==> config.mk <==
export PLATFORM = sky130hd
export DESIGN_NAME = mem_arbiter
export DESIGN_NICKNAME = d
export VERILOG_FILES = /design/src/rtl/mem_arbiter.sv
export SDC_FILE = /design/constraint.sdc
export NUM_CORES = 1
export LEC_CHECK = 0
export ABC_AREA = 1
export BUFFER_PORTS_ARGS = -buffer_cell sky130_fd_sc_hd__buf_2
export CAP_MARGIN = 25
export CORE_ASPECT_RATIO = 2
export CORE_MARGIN = 2
export CORE_UTILIZATION = 30
export DETAILED_ROUTE_END_ITERATION = 10
export MAX_ROUTING_LAYER = met4
export PLACE_DENSITY = 0.58
export SLEW_MARGIN = 30
export SYNTH_ARGS = -nofsm -noshare
export SYNTH_HDL_FRONTEND = slang
export SYNTH_SLANG_ARGS = --single-unit
==> constraint.sdc <==
create_clock -name i_clk -period 3.85 [get_ports i_clk]
set_input_delay 0 -clock i_clk [delete_from_list [all_inputs] [get_ports i_clk]]
set_output_delay 0 -clock i_clk [all_outputs]
set_load 0.05 [all_outputs]
==> src/rtl/mem_arbiter.sv <==
// Two-requester memory arbiter with a single outstanding transaction (IDLE/ISSUE/WAIT).
// Define ARB_FIXED_PRIO_EN for fixed priority (requester 0 wins); default is round-robin.
module mem_arbiter (
  input  logic        i_clk,
  input  logic        i_rst,
  // requester 0 (hart)
  input  logic        i_rq0_valid,
  output logic        o_rq0_ready,
  input  logic [31:0] i_rq0_addr,
  input  logic        i_rq0_wen,
  input  logic [31:0] i_rq0_wdata,
  input  logic [3:0]  i_rq0_mask,
  output logic        o_rq0_rvalid,
  output logic [31:0] o_rq0_rdata,
  // requester 1 (aux)
  input  logic        i_rq1_valid,
  output logic        o_rq1_ready,
  input  logic [31:0] i_rq1_addr,
  input  logic        i_rq1_wen,
  input  logic [31:0] i_rq1_wdata,
  input  logic [3:0]  i_rq1_mask,
  output logic        o_rq1_rvalid,
  output logic [31:0] o_rq1_rdata,
  // memory side
  output logic        o_mem_valid,
  input  logic        i_mem_ready,
  output logic [31:0] o_mem_addr,
  output logic        o_mem_ren,
  output logic        o_mem_wen,
  output logic [31:0] o_mem_wdata,
  output logic [3:0]  o_mem_mask,
  input  logic        i_mem_rvalid,
  input  logic [31:0] i_mem_rdata
);

  localparam int unsigned AW = 32;
  localparam int unsigned DW = 32;
  localparam int unsigned MW = 4;
  localparam int unsigned WA = AW - 2;

  typedef enum logic [1:0] {
    S_IDLE  = 2'd0,
    S_ISSUE = 2'd1,
    S_WAIT  = 2'd2
  } state_e;

  state_e          state_q, state_d;
  logic            owner_q, owner_d;
  logic [WA-1:0]   addr_q,  addr_d;
  logic            wen_q,   wen_d;
  logic [DW-1:0]   wdata_q, wdata_d;
  logic [MW-1:0]   mask_q,  mask_d;

  logic            winner;
  logic            gnt0, gnt1;
  logic            rsp0, rsp1;
  logic            issue;

`ifndef ARB_FIXED_PRIO_EN
  logic            ptr_q, ptr_d;
`endif

  // Winner selection: a lone request always wins; ties go to the favoured side.
  always_comb begin
`ifdef ARB_FIXED_PRIO_EN
    winner = ~i_rq0_valid;
`else
    winner = (i_rq0_valid && i_rq1_valid) ? ptr_q : i_rq1_valid;
`endif
  end

  always_comb begin
    state_d = state_q;
    owner_d = owner_q;
    addr_d  = addr_q;
    wen_d   = wen_q;
    wdata_d = wdata_q;
    mask_d  = mask_q;
`ifndef ARB_FIXED_PRIO_EN
    ptr_d   = ptr_q;
`endif
    gnt0    = 1'b0;
    gnt1    = 1'b0;
    rsp0    = 1'b0;
    rsp1    = 1'b0;
    issue   = 1'b0;

    case (state_q)
      S_IDLE: begin
        if (i_rq0_valid || i_rq1_valid) begin
          state_d = S_ISSUE;
          owner_d = winner;
          gnt0    = ~winner;
          gnt1    = winner;
`ifndef ARB_FIXED_PRIO_EN
          ptr_d   = ~winner;
`endif
          if (winner) begin
            addr_d  = i_rq1_addr[AW-1:2];
            wen_d   = i_rq1_wen;
            wdata_d = i_rq1_wdata;
            mask_d  = i_rq1_mask;
          end else begin
            addr_d  = i_rq0_addr[AW-1:2];
            wen_d   = i_rq0_wen;
            wdata_d = i_rq0_wdata;
            mask_d  = i_rq0_mask;
          end
        end
      end
      S_ISSUE: begin
        issue = 1'b1;
        if (i_mem_ready) begin
          state_d = S_WAIT;
        end
      end
      S_WAIT: begin
        if (i_mem_rvalid) begin
          state_d = S_IDLE;
          rsp0    = ~owner_q;
          rsp1    = owner_q;
        end
      end
      default: begin
        state_d = S_IDLE;
      end
    endcase
  end

  always_ff @(posedge i_clk or posedge i_rst) begin
    if (i_rst) begin
      state_q <= S_IDLE;
      owner_q <= 1'b0;
      addr_q  <= '0;
      wen_q   <= 1'b0;
      wdata_q <= '0;
      mask_q  <= '0;
    end else begin
      state_q <= state_d;
      owner_q <= owner_d;
      addr_q  <= addr_d;
      wen_q   <= wen_d;
      wdata_q <= wdata_d;
      mask_q  <= mask_d;
    end
  end

`ifndef ARB_FIXED_PRIO_EN
  always_ff @(posedge i_clk or posedge i_rst) begin
    if (i_rst) begin
      ptr_q <= 1'b0;
    end else begin
      ptr_q <= ptr_d;
    end
  end
`endif

  // Ready and response strobes are combinational, so they are masked during reset.
  assign o_rq0_ready  = gnt0 & ~i_rst;
  assign o_rq1_ready  = gnt1 & ~i_rst;
  assign o_rq0_rvalid = rsp0 & ~i_rst;
  assign o_rq1_rvalid = rsp1 & ~i_rst;
  assign o_rq0_rdata  = o_rq0_rvalid ? i_mem_rdata : '0;
  assign o_rq1_rdata  = o_rq1_rvalid ? i_mem_rdata : '0;

  assign o_mem_valid  = issue;
  assign o_mem_addr   = issue ? {addr_q, 2'b00} : '0;
  assign o_mem_ren    = issue & ~wen_q;
  assign o_mem_wen    = issue & wen_q;
  assign o_mem_wdata  = issue ? wdata_q : '0;
  assign o_mem_mask   = issue ? mask_q : '0;

endmodule

# After elaboration in Yosys (flattened, before gate mapping)

Index checks and enable logic that the tools add are counted.
W data, S select, Z words.

Bits in registers: 71
Bits of input ports: 176

Equal/unequal tests: 5
Multiplexer cells: 23
Bitwise gates (word level): 10
Reduce and logical (&&, ||, !) cells: 5

Operators with widths:

| cell                 | number |
|---|---|
| $mux W32             | 5 |
| $mux W30             | 1 |
| $mux W1              | 11 |
| $mux W4              | 2 |
| $and A1 B1 Y1        | 6 |
| $mux W2              | 3 |
| $ne A2 B2 Y1 const B | 3 |
| $pmux W2 S3          | 1 |
| $not A1 Y1           | 4 |
| $reduce_and A3 Y1    | 1 |
| $eq A2 B1 Y1 const B | 1 |
| $eq A2 B2 Y1 const B | 1 |
| $logic_not A2 Y1     | 1 |
| $reduce_and A2 Y1    | 1 |
| $logic_and A1 B1 Y1  | 1 |
| $logic_or A1 B1 Y1   | 1 |

# Depth between registers and ports, before layout

Gate-level depths: netlist (run 1).

Word-level depth: 6
Gate-level depth with buffers: 8
Mapped depth without buffers: 6

# Least setup slack after synthesis (run 1)

OpenSTA, ideal clock, no wires.

Path kind: in2out
Start: in i_rst
End: out o_rq0_rdata[10]
Arrival: 3477 ps
Data required time: 3850 ps
Path slack: 373 ps
Cell stages on the path: 6
Path buffers: 1
Path through: inv_1 -> nand2_1 -> nor2_1 -> inv_1 -> clkbuf_1 -> nor2_1

Longest elaborated chain between the ends: 3

RTL lines:

| element                | line | source |
|---|---|---|
| start, declared        | 5    | `input logic i_rst,` |
| $not A1 Y1             | 161  | `assign o_rq0_rvalid = rsp0 & ~i_rst;` |
| $and A1 B1 Y1          | 161  |  |
| named net o_rq0_rvalid | 13   | `output logic o_rq0_rvalid,` |
| $mux W32               | 163  | `assign o_rq0_rdata = o_rq0_rvalid ? i_mem_rdata : '0;` |
| end, declared          | 14   | `output logic [31:0] o_rq0_rdata,` |

The timed path passes the listed nets, and every way through them passes these cells.

# Final worst setup path (run 1)

Start: in i_rq1_valid
End: reg wdata_q[24]

Longest elaborated chain between the ends: 3
Elaborated cells between the ends (all ways): 5
Classes of those cells: 2 x mux; 3 x reduce/logical

RTL lines:

| element              | line | source |
|---|---|---|
| start, declared      | 16   | `input logic i_rq1_valid,` |
| $logic_and A1 B1 Y1  | 68   | `winner = (i_rq0_valid && i_rq1_valid) ? ptr_q : i_rq1_valid;` |
| $mux W1              | 68   |  |
| $mux W32             | 98   | `if (winner) begin` |
| end signal, assigned | 143  | `wdata_q <= wdata_d;` |
| end, declared        | 51   | `logic [DW-1:0] wdata_q, wdata_d;` |

Several ways; a longest one is shown, not always the timed one.
A chain may end at the register's enable or synchronous reset.

==> results.yml, run 1 <==
run_status:
  status: "finished clean"
cts:
  htreeDepth: 3
  cts.sinks: 71
  clk_latency_ps: 330
  cts.clk_slew.worst_paths_ps: 60
  post_cts_buffers: 0
  root_buffer: "clkbuf_16"
  cts_buffer_depth: 2
  cts-hold-fix-buffers: 98
  cts_buffers: 9
  cts_resized: 0
  cts_tree: "built"
sta:
  fin_hold_ws_ps: 4.58
  grt_setup_unrepaired: "no"
  fmax_ghz: 0.420
  finalCritPeriodShare_pct: 61.8
  hold_viol: 0
  worstMarginPinSlew_ps: 940
  fin_tns_setup_ps: 0
  fin_skew_ps: 7.76
  post-route-min-period_ps: 2380
  slew_headroom_pct: 37.3
  maxSlewViolCount: 0
  setup_viol: 0
critical_path:
  worstPathRequired_ps: 4120
  slowest_delay_ps: 640
  critPathTopFamily: "buffers and inverters"
  cp-end-kind: "register"
  crit_chain: "buf_2 > buf_4 > nand2_2 > buf_4 > nand2_1 > nand3_1 > dlygate4sd3_1 > nand2_1"
  slowest_stage: "buf_4"
  arrival_ps: 2640
  crit_type: "in2reg"
  crit_path_start_kind: "input pin"
  timing.critical_path.buf_inv: 4
  path_max_fanout: 69
logic_synthesis:
  synth_area_sq_um: 4960
  synth_compound_area_share_pct: 0.454
  synth_adder_area_share_pct: 0
  synth_area_leaders: "dfrtp_1, inv_1, nand2_1"
  seq_area_frac_synth_pct: 35.8
  synth_top_family_by_area: "simple AND/OR/NAND/NOR gates"
  synth_seq_cells: 71
  yosys_warnings: 0
  yosysUniqueCellTypes: 16
  synthMuxAreaShare_pct: 0
  synthCells: 852
  synth-simple-area-share_pct: 40.2
  avgSynthCellArea_sq_um: 5.83
  synth_xor_area_share_pct: 0
  yosys.area.top_type: "dfrtp_1"
  synth_top_cell_area_share_pct: 35.8
hold_path:
  hp-class: "in2reg"
route:
  via_per_inst: 4.37
  drc_errors: 0
  initialDrtViolationCount: 211
  dr_total_vias: 6294
  drt_pass1_iterations: 4
  wl_mm: 18.2
  wl_per_cell_um: 12.6
  drtAntennaViolNets: 0
cells_and_area:
  drive_gt1_share_pct: 27.4
  final_cells: 1441
  num-fill-cells: 1736
  layout.nets: 1403
  design_area_sq_um: 7890
  syn2layout_area_growth_pct: 58.9
floorplan:
  die_x_um: 95.0
  chipHeight_um: 186
  rows: 66
  ios: 315
  fp.coreArea_sq_um: 16300
  fp.dieArea_sq_um: 17700
  initial_core_util_pct: 30.5
global_route:
  antenna_found_initial: 5
  grt_pass1_vias: 5855
  grt-busiest-layer: "met2"
  grt_pass1_wl_mm: 27.2
  gr-usage-met1_pct: 18.2
  grt_remaining_overflow: 0
  grtUsageMet2_pct: 40.3
  grt_usage_pct: 20.6
  globalRouteMet3Util_pct: 2.87
  grt_max_degree: 72
flow_run:
  maxCapViolations: 0
placement:
  port_buffers: 308
  gp_congestion: 0.820
  dpl.hpwl_mm: 12.5
  dp_cells: 1321
  postPlaceCellArea_sq_um: 6570
pwr:
  leakage_nw: 5.18
  fin_total_pwr_mw: 5.59
  p_per_area_nw_per_um2: 708
  ir_drop_uv: 297
-- tightest hold or removal path: stages --
cell	delay [ps]
buf_2	70
inv_1	30
nand3_1	60
nand3_1	80
nand2_1	60
-- final timing paths --
kind / slack, ps / to / cells after the start / start
hold reg to reg: 480 / addr_q[8] / 2 / addr_q[8]
setup reg to reg: 1490 / wdata_q[24] / 8 / ptr_q
min in group asynchronous: 460 / addr_q[25] / 4 / i_rst
setup / recovery: 1470 / wdata_q[24] / 8 / i_rq1_valid
max in group asynchronous: 2930 / wdata_q[13] / 4 / i_rst
hold / removal: 5 / wdata_q[5] / 5 / i_rq1_wdata[5]
-- metal layers --
metal	part of all wire (%)	up-vias
met5	0	-
met4	4.7	0
met3	6.3	40
met2	56	263
met1	33	2819
li1	-	3172
-- final cells by class --
cell class | instances | area [sq um] | area share [%]
antenna | 5 | 12.5 | 0.159
sequential | 71 | 1780 | 22.5
clock inverter | 4 | 53.8 | 0.682
multi-input combinational | 489 | 2030 | 25.8
inverter | 242 | 912 | 11.6
timing repair buffer | 414 | 2590 | 32.8
clock buffer | 12 | 256 | 3.25
tap | 204 | 255 | 3.24
-- cells by family (layout without fill, tap and decap cells) --
| kind of cell | Yosys count | after routing |
|---|---|---|
| AO/OA/AOI/OAI | 4 | 4 |
| buffers and inverters | 293 | 672 |
| flip-flops | 71 | 71 |
| other | 1 | 7 |
| AND/OR/NAND/NOR | 483 | 483 |
-- power breakdown --
| part | internal (mW) | total, mW | switching (mW) |
|---|---|---|---|
| Sequential | 1.13 | 1.32 | 0.188 |
| Clock | 0.538 | 0.862 | 0.323 |
| Combinational | 0.933 | 3.41 | 2.47 |
-- flip-flops by register name, indices dropped and copies added, names as in the netlist --
| register | cells |
|---|---|
| mask_q | 4 |
| state_q | 2 |
| owner_q | 1 |
| addr_q | 30 |
| wdata_q | 32 |
| wen_q | 1 |
| ptr_q | 1 |
-- metrics by stage --
stage	setup WS, ps	utilization [%]
final	1470	48.5
after CTS	1460	48.3
after global placement	1610	40.4
after floorplan	373	-
after detailed placement	1620	40.4
after global routing	1240	48.5
-- synth_stat cells --
cell type    n
o31ai_1      1
nor2_2       1
o21ai_0      3
conb_1       1
buf_6        2
buf_4        5
nand2_1    209
buf_2       26
clkbuf_1    18
inv_2        1
dfrtp_1     71
inv_1      241
nand3_1    135
nor2_4       1
nor2_1     136
nand4_1      1
-- placed cells by master, fill, tap and decap left out, drive strengths merged --
| master | Yosys | final |
|---|---|---|
| buf | 33 | 315 |
| diode | 0 | 5 |
| clkinvlp | 0 | 2 |
| nand2 | 209 | 209 |
| inv | 242 | 241 |
| clkinv | 0 | 2 |
| o21ai | 3 | 3 |
| nor2 | 138 | 138 |
| dfrtp | 71 | 71 |
| nand4 | 1 | 1 |
| bufinv | 0 | 1 |
| conb | 1 | 2 |
| o31ai | 1 | 1 |
| dlygate4sd3 | 0 | 99 |
| nand3 | 135 | 135 |
| clkbuf | 18 | 12 |
(Power assumes the default switching activity.)
==> run 2: changes to the inputs <==
- PLACE_DENSITY: 0.58 -> 0.6
- clock period: 3.85 -> 2 ns (I/O delays scaled with it)
==> results.yml, run 2 (synthesis gave the netlist of run 1 again) <==
cells_and_area:
  final_cells: 1455
  design_area_sq_um: 8380
  layout.nets: 1422
  syn2layout_area_growth_pct: 68.9
  num-fill-cells: 1681
  largest_reg_flops: 32
  top_register: "wdata_q"
  drive_gt1_share_pct: 33.2
  antennaDiodeCount: 0
  top_regs: "wdata_q: 32 flops, addr_q: 30 flops, mask_q: 4 flops"
  final_cell_mix: "buf_2, inv_1, nand2_1"
  fin_util_pct: 51.5
  final_common_cell: "buf_2"
critical_path:
  path_max_fanout: 18
  arrival_ps: 1860
  r2r_start: "state_q[1]"
  worst_r2r_endpoint: "wdata_q[1]"
  reg2regPathDepth: 7
  worstPathRequired_ps: 2000
  rrSetupSlack_ps: 160
  cp-end-kind: "output port"
  crit_type: "reg2out"
  crit_path_start_kind: "register"
floorplan:
  chipHeight_um: 186
  initial_core_util_pct: 30.5
  fp.dieArea_sq_um: 17700
  rows: 66
  ios: 315
  fp.coreArea_sq_um: 16300
  die_x_um: 95.0
placement:
  dpl.hpwl_mm: 13.8
  gp_congestion: 0.832
  postPlaceCellArea_sq_um: 6970
  dp_cells: 1332
  port_buffers: 308
cts:
  cts_buffer_depth: 2
  cts_buffers: 9
  cts.sinks: 71
  post_cts_buffers: 0
  root_buffer: "clkbuf_16"
  cts.clk_slew.worst_paths_ps: 60
  cts_tree: "built"
  htreeDepth: 3
  clk_latency_ps: 340
sta:
  post-route-min-period_ps: 1860
  worstMarginPinSlew_ps: 615
  fmax_ghz: 0.537
  fin_skew_ps: 3.48
  slew_headroom_pct: 59.0
  setup_viol: 0
  hold_viol: 2
  fin_hold_ws_ps: -7.08
  maxSlewViolCount: 0
  grt_setup_unrepaired: "no"
  finalCritPeriodShare_pct: 93.0
global_route:
  grt_pass1_vias: 6149
  grt_max_degree: 69
  grt_remaining_overflow: 0
  grt_pass1_wl_mm: 28.5
  antenna_found_initial: 0
  grt_usage_pct: 21.8
route:
  initialDrtViolationCount: 232
  wl_per_cell_um: 13.3
  wl_mm: 19.4
  via_per_inst: 4.43
  drt_pass1_iterations: 4
  drc_errors: 0
  dr_total_vias: 6445
  drtAntennaViolNets: 0
hold_path:
  worstHoldStart: "i_rq0_wdata[30]"
  hold_path_depth: 5
  hold_path_end: "wdata_q[30]"
  hp-class: "in2reg"
run_status:
  violations: "hold timing"
  status: "complete, but fails checks"
flow_run:
  maxCapViolations: 0
pwr:
  p_per_area_nw_per_um2: 1300
  leakage_nw: 5.32
  ir_drop_uv: 1240
## run 2: cell type report
type / instances / area (sq um) / share of cell area (%)
inverter: 242 / 917 / 10.9
tap: 204 / 255 / 3.04
timing repair buffer: 433 / 2780 / 33.2
sequential: 71 / 1780 / 21.2
clock buffer: 11 / 253 / 3.01
multi-input combinational: 489 / 2320 / 27.7
clock inverter: 5 / 80.1 / 0.955
## run 2: what timing repair did
| item | 4_1_cts | 5_1_grt |
|---|---|---|
| setup endpoints to repair | 32 | 15 |
| resized for setup | 1 | 5 |
| endpoints found under the hold margin | 133 | 0 |
| hold buffers | 107 | 0 |
| pin swaps | 0 | 0 |
## run 2: power breakdown
group          leakage, nW  internal [mW]  total (mW)  switching (mW)
registers            0.862           2.17        2.55           0.373
clock network        0.158           1.16        1.80           0.645
logic                 4.30           1.72        6.53            4.81
total                 5.32           5.05        10.9            5.83
## run 2: how the worst max path moves through the flow
stage	startpoint	end	slack, ps	depth (start not counted)
2_1_floorplan	i_rst	o_rq0_rdata[0]	-50	5
3_3_place_gp	state_q[0]	o_rq1_rdata[31]	280	6
3_5_place_dp	state_q[0]	o_rq1_rdata[0]	260	6
4_1_cts	state_q[0]	o_rq0_rdata[28]	4	7
5_1_grt	state_q[1]	wdata_q[1]	30	7
6_report	state_q[0]	o_rq0_rdata[0]	140	7
## run 2: per-stage QoR
stage                     setup slack, ps  power (mW)  setup TNS (ps)
after floorplan                     -53.7        7.30           -1980
after global placement                279        8.86               0
after detailed placement              255        8.91               0
after CTS                            4.41        11.0               0
after global routing                 26.5        11.7               0
final                                 139        10.9               0
## run 2: routing by layer
| metal | wire length, um | GRT usage (%) | vias up |
|---|---|---|---|
| li1 | - | - | 3204 |
| met3 | 1040 | 2.79 | 54 |
| met1 | 6580 | 19.0 | 2904 |
| met2 | 11000 | 43.7 | 283 |
| met5 | 0 | - | - |
| met4 | 775 | 10.5 | 0 |
## run 2: critical path, cell delays in order, from the launching register on
cell and delay (ps):
dfrtp_1 400, inv_1 100, nand3_1 180, nor2_4 160, inv_4 130, buf_12 200
nor2_1 110, clkbuf_4 240
==> run 3: changes to the inputs <==
- MAX_ROUTING_LAYER: met4 -> not set
==> results.yml, run 3 (synthesis gave the netlist of run 1 again) <==
run_status:
  violations: "hold timing"
  status: "complete, but fails checks"
placement:
  gp_congestion: 0.820
  dpl.hpwl_mm: 13.8
  dp_cells: 1332
  port_buffers: 308
  postPlaceCellArea_sq_um: 6970
  pre_cts_ws_ps: 255
cells_and_area:
  drive_gt1_share_pct: 33.2
  final_cells: 1455
  top_register: "wdata_q"
  layout.nets: 1422
  largest_reg_flops: 32
  syn2layout_area_growth_pct: 68.9
  final_cell_mix: "buf_2, inv_1, nand2_1"
  design_area_sq_um: 8380
  top_regs: "wdata_q: 32 flops, addr_q: 30 flops, mask_q: 4 flops"
  antennaDiodeCount: 0
  final_common_cell: "buf_2"
sta:
  finalCritPeriodShare_pct: 92.9
  fin_hold_ws_ps: -9.60
  setup_ws_ps: 142
  fmax_ghz: 0.538
  post-route-min-period_ps: 1860
  setup_viol: 0
  slew_headroom_pct: 59.3
  fin_tns_setup_ps: 0
  hold_viol: 2
  maxSlewViolCount: 0
  fin_skew_ps: 3.77
  worstMarginPinSlew_ps: 610
  grt_setup_unrepaired: "no"
critical_path:
  slowest_stage: "dfrtp_1"
  crit_chain: "inv_1 > nand3_1 > nor2_4 > inv_4 > buf_12 > nor2_1 > clkbuf_4"
  cp-end-kind: "output port"
  reg2regPathDepth: 7
  crit_path_start_kind: "register"
  arrival_ps: 1860
  startpoint: "state_q[0]"
  timing.critical_path.buf_inv: 4
  r2r_start: "state_q[1]"
  slowest_delay_ps: 400
  crit_type: "reg2out"
  path_depth: 7
  critPathTopFamily: "buffers and inverters"
  worstPathRequired_ps: 2000
  path_max_fanout: 18
pwr:
  pwr-share-comb_pct: 60.0
  pwr-share-seq_pct: 23.4
  ir_drop_uv: 1240
  swShare_pct: 53.6
  fin_total_pwr_mw: 10.9
  p_switching_mw: 5.83
  clockPowerShare_pct: 16.5
  p_int_mw: 5.05
  leakage_nw: 5.32
  p_per_area_nw_per_um2: 1300
cts:
  cts.sinks: 71
  cts_buffers: 9
  cts_buffer_depth: 2
  cts_tree: "built"
  clk_latency_ps: 340
  cts.clk_slew.worst_paths_ps: 60
  htreeDepth: 3
  root_buffer: "clkbuf_16"
global_route:
  grt_pass1_vias: 6144
  grt_pass1_wl_mm: 28.6
  grt_remaining_overflow: 0
  grt_usage_pct: 21.2
  grt_max_degree: 69
  antenna_found_initial: 0
route:
  initialDrtViolationCount: 212
  wl_mm: 19.4
  drtAntennaViolNets: 0
  via_per_inst: 4.41
  wl_per_cell_um: 13.3
  dr_total_vias: 6417
  drc_errors: 0
  drt_pass1_iterations: 4
floorplan:
  die_x_um: 95.0
  ios: 315
  chipHeight_um: 186
  initial_core_util_pct: 30.5
  rows: 66
  fp.coreArea_sq_um: 16300
  fp.dieArea_sq_um: 17700
hold_path:
  worstHoldStart: "i_rq0_wdata[30]"
  hp-class: "in2reg"
  hold_path_depth: 5
flow_run:
  maxCapViolations: 0
## run 3: cell counts in the layout (fill, tap and decap cells not counted)
Identical to the previous run, type by type.
## run 3: worst register-to-register path: stages (launching register included)
cell	delay (ps)
dfrtp_1	340
inv_1	80
nand2_2	80
buf_4	370
inv_1	120
nand2_1	100
o31ai_1	70
dlygate4sd3_1	560
## run 3: metrics by stage
stage	utilization (%)	hold slack (ps)
floorplan	-	96.5
global placement	42.8	221
detailed placement	42.8	215
CTS	51.5	0.671
global route	51.5	16.1
finish	51.5	-9.60
## run 3: power by group through the flow
stage | Sequential [mW] | Combinational (mW) | Clock [mW]
final | 2.55 | 6.53 | 1.80
after global routing | 2.64 | 7.12 | 1.90
after CTS | 2.55 | 6.59 | 1.85
after detailed placement | 2.55 | 6.36 | 0
after global placement | 2.54 | 6.31 | 0
after floorplan | 2.47 | 4.83 | 0
## run 3: what timing repair did
item	4_1_cts	5_1_grt
hold buffers	107	0
setup buffers	0	0
pin swaps	0	0
hold endpoints to repair	133	0
endpoints found under the setup margin	32	15
gates resized for setup	1	5
cloned	0	0
## run 3: worst paths after layout
| path | to | slack, ps |
|---|---|---|
| worst max-delay path | o_rq0_rdata[0] | 140 |
| worst min-delay path | wdata_q[30] | -10 |
| worst max register to register | state_q[1] | 160 |
| worst min register to register | addr_q[29] | 480 |
| max in group asynchronous | wdata_q[6] | 1110 |
| min in group asynchronous | wen_q | 410 |
## run 3: routing by layer
layer | up-vias | global-route usage [%] | share of wire (%)
li1 | 3204 | - | -
met1 | 2896 | 18.8 | 34
met2 | 269 | 43.8 | 57
met3 | 48 | 3.28 | 5.7
met4 | 0 | 10.2 | 3.9
met5 | - | 0 | 0
## run 3: area by class of cell
cell class / count / area, sq um
timing repair buffer: 433 / 2780
inverter: 242 / 917
clock buffer: 11 / 253
clock inverter: 5 / 80.1
sequential: 71 / 1780
multi-input combinational: 489 / 2320
tap: 204 / 255
fill: 1681 / 7880
